==> config.mk <==
export PLATFORM = sky130hd
export DESIGN_NAME = lc3_loader
export DESIGN_NICKNAME = d
export VERILOG_FILES = /design/src/rtl/lc3_loader.sv
export SDC_FILE = /design/constraint.sdc
export NUM_CORES = 1
export LEC_CHECK = 0
export CORE_UTILIZATION = 61
export DETAILED_ROUTE_END_ITERATION = 16
export HOLD_SLACK_MARGIN = 0.05
export PLACE_DENSITY_LB_ADDON = 0.2
export SYNTH_ARGS = -nofsm -noshare
export SYNTH_HDL_FRONTEND = slang
export SYNTH_SLANG_ARGS = --single-unit
==> constraint.sdc <==
create_clock -name clk -period 3.7 [get_ports clk]
set_input_delay 0.925 -clock clk [delete_from_list [all_inputs] [get_ports clk]]
set_output_delay 0.925 -clock clk [all_outputs]
set_load 0.1 [all_outputs]
==> src/rtl/lc3_loader.sv <==
// ---------------------------------------------------------------------------
// lc3_loader
//
// Receives an LC-3 load image over a byte-wide valid/ready stream and writes
// its payload into memory through the MAR/MDR special-input path while the
// processor is held off.
//
// Image layout (each word sent high byte first):
//   ORIGIN, COUNT, COUNT payload words, CHECK (XOR of all payload words)
//
// Ports
//   clk         system clock, rising-edge active
//   reset       asynchronous active-low reset
//   rx_valid    an image byte is offered on rx_data
//   rx_data     image byte
//   rx_ready    loader accepts the byte this cycle
//   MARSpcIn    memory write address
//   MDRSpcIn    memory write data
//   ldMARSpcIn  one-cycle memory write strobe
//   cpu_hold    processor held off (low only after a successful load)
//   done        image loaded and checksum matched
//   error       load aborted (count too large or checksum mismatch)
// ---------------------------------------------------------------------------
module lc3_loader #(
    parameter logic [15:0] MAX_WORDS = 16'hFE00
) (
    input  logic        clk,
    input  logic        reset,
    input  logic        rx_valid,
    input  logic [7:0]  rx_data,
    output logic        rx_ready,
    output logic [15:0] MARSpcIn,
    output logic [15:0] MDRSpcIn,
    output logic        ldMARSpcIn,
    output logic        cpu_hold,
    output logic        done,
    output logic        error
);

    typedef enum logic [2:0] {
        S_ORIGIN = 3'd0,
        S_COUNT  = 3'd1,
        S_DATA   = 3'd2,
        S_WRITE  = 3'd3,
        S_CHECK  = 3'd4,
        S_DONE   = 3'd5,
        S_ERR    = 3'd6
    } state_t;

    state_t      state_reg;
    state_t      state_next;

    // phase_reg = 0: next byte is a high byte; 1: next byte completes a word
    logic        phase_reg;
    logic [7:0]  hi_reg;
    logic [15:0] addr_reg;
    logic [15:0] data_reg;
    logic [15:0] remaining_reg;
    logic [15:0] acc_reg;
    logic [15:0] mar_reg;
    logic [15:0] mdr_reg;

    logic        accept;
    logic        word_done;
    logic [15:0] word;

    assign accept    = rx_valid && rx_ready;
    assign word_done = accept && phase_reg;
    assign word      = {hi_reg, rx_data};

    assign MARSpcIn  = mar_reg;
    assign MDRSpcIn  = mdr_reg;

    // -----------------------------------------------------------------------
    // State register
    // -----------------------------------------------------------------------
    always_ff @(posedge clk or negedge reset) begin
        if (!reset) begin
            state_reg <= S_ORIGIN;
        end else begin
            state_reg <= state_next;
        end
    end

    // -----------------------------------------------------------------------
    // Next-state logic
    // -----------------------------------------------------------------------
    always_comb begin
        state_next = state_reg;
        case (state_reg)
            S_ORIGIN: begin
                if (word_done) begin
                    state_next = S_COUNT;
                end
            end
            S_COUNT: begin
                if (word_done) begin
                    if (word > MAX_WORDS) begin
                        state_next = S_ERR;
                    end else if (word == 16'd0) begin
                        state_next = S_CHECK;
                    end else begin
                        state_next = S_DATA;
                    end
                end
            end
            S_DATA: begin
                if (word_done) begin
                    state_next = S_WRITE;
                end
            end
            S_WRITE: begin
                // remaining is decremented on this same edge
                state_next = (remaining_reg == 16'd1) ? S_CHECK : S_DATA;
            end
            S_CHECK: begin
                if (word_done) begin
                    state_next = (word == acc_reg) ? S_DONE : S_ERR;
                end
            end
            S_DONE:  state_next = S_DONE;
            S_ERR:   state_next = S_ERR;
            default: state_next = S_ORIGIN;
        endcase
    end

    // -----------------------------------------------------------------------
    // Output logic (Moore)
    // -----------------------------------------------------------------------
    always_comb begin
        rx_ready   = 1'b0;
        ldMARSpcIn = 1'b0;
        cpu_hold   = 1'b1;
        done       = 1'b0;
        error      = 1'b0;
        case (state_reg)
            S_ORIGIN, S_COUNT, S_DATA, S_CHECK: rx_ready = 1'b1;
            S_WRITE: ldMARSpcIn = 1'b1;
            S_DONE: begin
                done     = 1'b1;
                cpu_hold = 1'b0;
            end
            S_ERR:   error = 1'b1;
            default: rx_ready = 1'b0;
        endcase
    end

    // -----------------------------------------------------------------------
    // Datapath registers
    // -----------------------------------------------------------------------
    always_ff @(posedge clk or negedge reset) begin
        if (!reset) begin
            phase_reg     <= 1'b0;
            hi_reg        <= 8'h00;
            addr_reg      <= 16'h0000;
            data_reg      <= 16'h0000;
            remaining_reg <= 16'h0000;
            acc_reg       <= 16'h0000;
            mar_reg       <= 16'h0000;
            mdr_reg       <= 16'h0000;
        end else begin
            if (accept) begin
                phase_reg <= ~phase_reg;
                if (!phase_reg) begin
                    hi_reg <= rx_data;
                end
            end

            if (word_done) begin
                case (state_reg)
                    S_ORIGIN: addr_reg <= word;
                    S_COUNT: begin
                        remaining_reg <= word;
                        acc_reg       <= 16'h0000;
                    end
                    S_DATA: begin
                        data_reg <= word;
                        acc_reg  <= acc_reg ^ word;
                        // Stage the write so the memory port shows the
                        // address/data for exactly the S_WRITE cycle and
                        // then simply holds them.
                        mar_reg  <= addr_reg;
                        mdr_reg  <= word;
                    end
                    default: ;
                endcase
            end

            if (state_reg == S_WRITE) begin
                addr_reg      <= addr_reg + 16'd1;
                remaining_reg <= remaining_reg - 16'd1;
            end
        end
    end

endmodule

==> Word level (Yosys, flattened, before mapping) <==
Cells that the tools add are included.
{ "classes": {"n_eq_ne": 12, "n_addsub": 2, "magnitude_cmp": 1, "n_reduce_logical": 15, "muxes": 21, "bitwise": 2} }
{ "op_table": {"columns": ["operator", "n"], "rows": [
  ["two-way mux 16 bit", 6],
  ["one-hot mux 16 bit (2 select lines)", 1],
  ["two-way mux 3 bit", 7],
  ["one-hot mux 3 bit (7 select lines)", 1],
  ["adder 16 x 1 -> 16 bit (second input constant)", 1],
  ["== test 16 x 1 -> 1 bit (second input constant)", 1],
  ["== test 16 bit", 1],
  ["> comparator 16 bit (second input constant)", 1],
  ["logical NOT 16 bit", 1],
  ["subtractor 16 x 1 -> 16 bit (second input constant)", 1],
  ["XOR 16 bit", 1],
  ["AND reduction 2 bit", 5],
  ["== test 3 bit (second input constant)", 3],
  ["!= test 2 bit (second input constant)", 4],
  ["nonzero test 2 bit", 4],
  ["== test 3 x 2 -> 1 bit (second input constant)", 2],
  ["two-way mux 1 bit", 5],
  ["AND reduction 4 bit", 1],
  ["OR reduction 4 bit", 1],
  ["== test 3 x 1 -> 1 bit (second input constant)", 1],
  ["logical NOT 3 bit", 1],
  ["logical AND 1 bit", 2],
  ["two-way mux 2 bit", 1],
  ["inverter 1 bit", 1]
]} }
{ "totals": {"elab_cells": 61, "in_bits": 11, "regBits": 92} }

==> Longest topological paths before layout <==
{ "logic_depth": {"depth_word": 7, "depth_mapped": 8, "mapped_depth_nobuf": 6} }

==> Worst setup path before layout <==
Ideal clock, no wire load.
{ "synth_timing": {"path_kind": "reg-to-output", "from": "reg state_reg[2]", "to": "out done", "t_arrival_ps": 2210, "t_required_ps": 2775, "path_stages_with_launch": 4, "path_buffers": 1, "setup_slack_ps": 565, "cell_sequence": "dfrtp_1 -> clkbuf_1 -> nand2_1 -> inv_1"} }
{ "synth_between": {"elab_chain_cells": 2} }
{ "synth_rtl": {"columns": ["item", "line_no", "text"], "rows": [
  ["start, declared", "50", "state_t state_reg;"],
  ["start signal, assigned", "81", "state_reg <= state_next;"],
  ["== test 3 bit", "136", "case (state_reg)"],
  ["two-way mux 1 bit", "136", null],
  ["end, declared", "36", "output logic done,"]
]} }
Every way passes these cells.

==> Final worst setup path <==
{ "layout_timing": {"from": "reg state_reg[1]", "to": "out ldMARSpcIn"} }
{ "layout_between": {"elab_chain_cells": 2} }
{ "layout_rtl": {"columns": ["item", "line_no", "text"], "rows": [
  ["== test 3 x 2 -> 1 bit", "136", null],
  ["two-way mux 1 bit", "136", null],
  ["end, declared", "34", "output logic ldMARSpcIn,"]
]} }
Every way passes these cells.

==> run metrics <==
Finish-stage setup viols 0; # diodes 0; Die X 89.35 microns; CP arrival 2.05 ns; async set or reset register ratio after synthesis 1.000; die height slightly below 90 microns; R2R Setup Slk 1.21 ns; max_cap viols 0; CP Capture Type output port; cts bufs inserted 9; Placer Congestion 0.8988; global-route wire length before repair 19430 microns; global route total overflow 0; Row Count 31; ys flop type dfrtp_1; status completed; Slew Limit Fails 0; postcts setup bufs 0; Hold Path Sink MDRSpcIn[14]$_DFFE_PN0P_; Synth-to-Final Area Change 14.57%; Mapped Cells 545; syn nets 559; HP Class reg -> reg; WP data required 2.77 ns; all-layer global routing usage 0.3285; Vias 4183; CTS Hold Bufs 0; fill count ~570; most common cell after layout, fill and taps aside nand2_1; drt pass-1 iters 5; Post-DP HPWL around 7700 microns; layout cells sized above 1 0.07972; Yosys cell types 49; initial core utilization 0.6349; Final #Nets 586; EDFF count, synth 0; post-CTS sizing 0; CTS tree yes; initial antenna violation count 0; hold violation total from the final report 0; Slew Limit Headroom 0.2262; dpl cells 660; syn_area_per_cell roughly 8.5 sq um; maximum clock insertion buffer count 2; vias in the first global route 3921; Worst Skew 0.01250 ns; clk sinks 92; hold path cells 2; area of the multi-input gates 2160 sq um; total negative slack 0 ns; IO buf count 47; vias per cell 6.188; cell depth of the worst flop-to-flop path 7; largest net degree at the start of global routing 67; worst r2r src state_reg[1]$_DFFE_PN0P_; fmax between 0.3 and 0.4 GHz; sequential standard cell area 2302 sq um; WL final ~12000 microns; die area 7983 sq um; clock slew at reported path FFs 0.10 ns; RSZ-0062 raised after global routing false; wire per inst 17.21 microns; most frequent cells in the layout nand2_1, dfrtp_1, o21ai_0; H-tree levels 3; area of the core around 7300 sq um; RR Endpoint remaining_reg[12]$_DFFE_PN0P_; Clock Tree Root clkbuf_8; synthesized area between 4000 and 5000 sq um; Crit Path Class reg -> out; Final ANT Viol Nets 0; register area share after synthesis 0.4946; Max Fanout on Critical Path 29; min-delay src MDRSpcIn[14]$_DFFE_PN0P_; Tcrit/Tclk final 0.8038; Synth Warn # 0; # IOs 48; Residual DRC 0; Tightest Pin Transition 1.158 ns; drt initial violations 378; crit path time final 2.974 ns; non-filler cells, final 676; register bit count reported by yosys 92; clk_lat worst skew 0.37 ns; critical path launch point type flip-flop
[worst max-delay path by stage]
stage,from,endpoint,depth (start not counted)
finish,state_reg[1]$_DFFE_PN0P_,ldMARSpcIn,4
global route,state_reg[1]$_DFFE_PN0P_,ldMARSpcIn,4
CTS,state_reg[1]$_DFFE_PN0P_,ldMARSpcIn,4
detailed placement,rx_valid,acc_reg[5]$_DFFE_PN0P_,7
global placement,rx_valid,MARSpcIn[6]$_DFFE_PN0P_,6
floorplan,state_reg[2]$_DFFE_PN0P_,done,3
[cells in the mapped netlist (all sizes together), types with 11 or more instances]
cell / count / share of area
nand2: 125 / 0.10
dfrtp: 92 / 0.49
o21ai: 57 / 0.061
nor2: 47 / 0.038
a21oi: 35 / 0.038
clkbuf: 29 / 0.023
nor3: 18 / 0.024
xor2: 16 / 0.030
nand3: 13 / 0.014
inv: 11 / 0.0089
nor4: 11 / 0.015
[kinds of logic (layout without fill, tap and decap cells)]
logic type	after synthesis	count (layout)	synth area share
AO/OA/AOI/OAI	132	132	0.1659
XOR/XNOR	18	18	0.03387
adder cells (fa/ha/maj)	4	4	0.01022
buffers and inverters	49	81	0.04193
flip-flops	92	92	0.4946
multiplexers	9	9	0.02177
AND/OR/NAND/NOR	241	241	0.2317
[cell type report]
cell class | instances | share of cell area
multi-input cells | 404 | 0.4050
inverters | 11 | 0.007743
repair buffers | 54 | 0.09761
clock inverters | 6 | 0.008916
flip-flops and latches | 92 | 0.4317
well taps | 99 | 0.02323
clock buffers | 10 | 0.02581
[layer usage]
layer / vias up / part of all wire / track usage
li1: 1948 / - / -
met1: 2008 / 0.44 / 0.4524
met2: 187 / 0.47 / 0.5163
met3: 40 / 0.056 / 0.04801
met4: 0 / 0.032 / 0.1530
met5: - / 0 / 0
[through the flow]
| step | setup slack (ns) | instance area, sq um | hold slack (ns) | utilization |
|---|---|---|---|---|
| 2_1_floorplan | 0.5654 | 4654 | 0.4493 | - |
| 3_3_place_gp | 0.9748 | 5147 | 0.4577 | 0.7022 |
| 3_5_place_dp | 0.8550 | 5147 | 0.4627 | 0.7022 |
| 4_1_cts | 0.7679 | 5333 | 0.4867 | 0.7274 |
| 5_1_grt | 0.6235 | 5333 | 0.5087 | 0.7274 |
| 6_report | 0.7261 | 5333 | 0.4796 | 0.7274 |
[worst max-delay path: stages (launching register included)]
cell and delay, ns:
dfrtp_1 0.57, nand2_1 0.20, or2_2 0.56, inv_2 0.17, buf_12 0.18
Power is left out: the tool's default activity adds up to more than one toggle a clock period on the data nets, which glitch-free logic cannot reach.
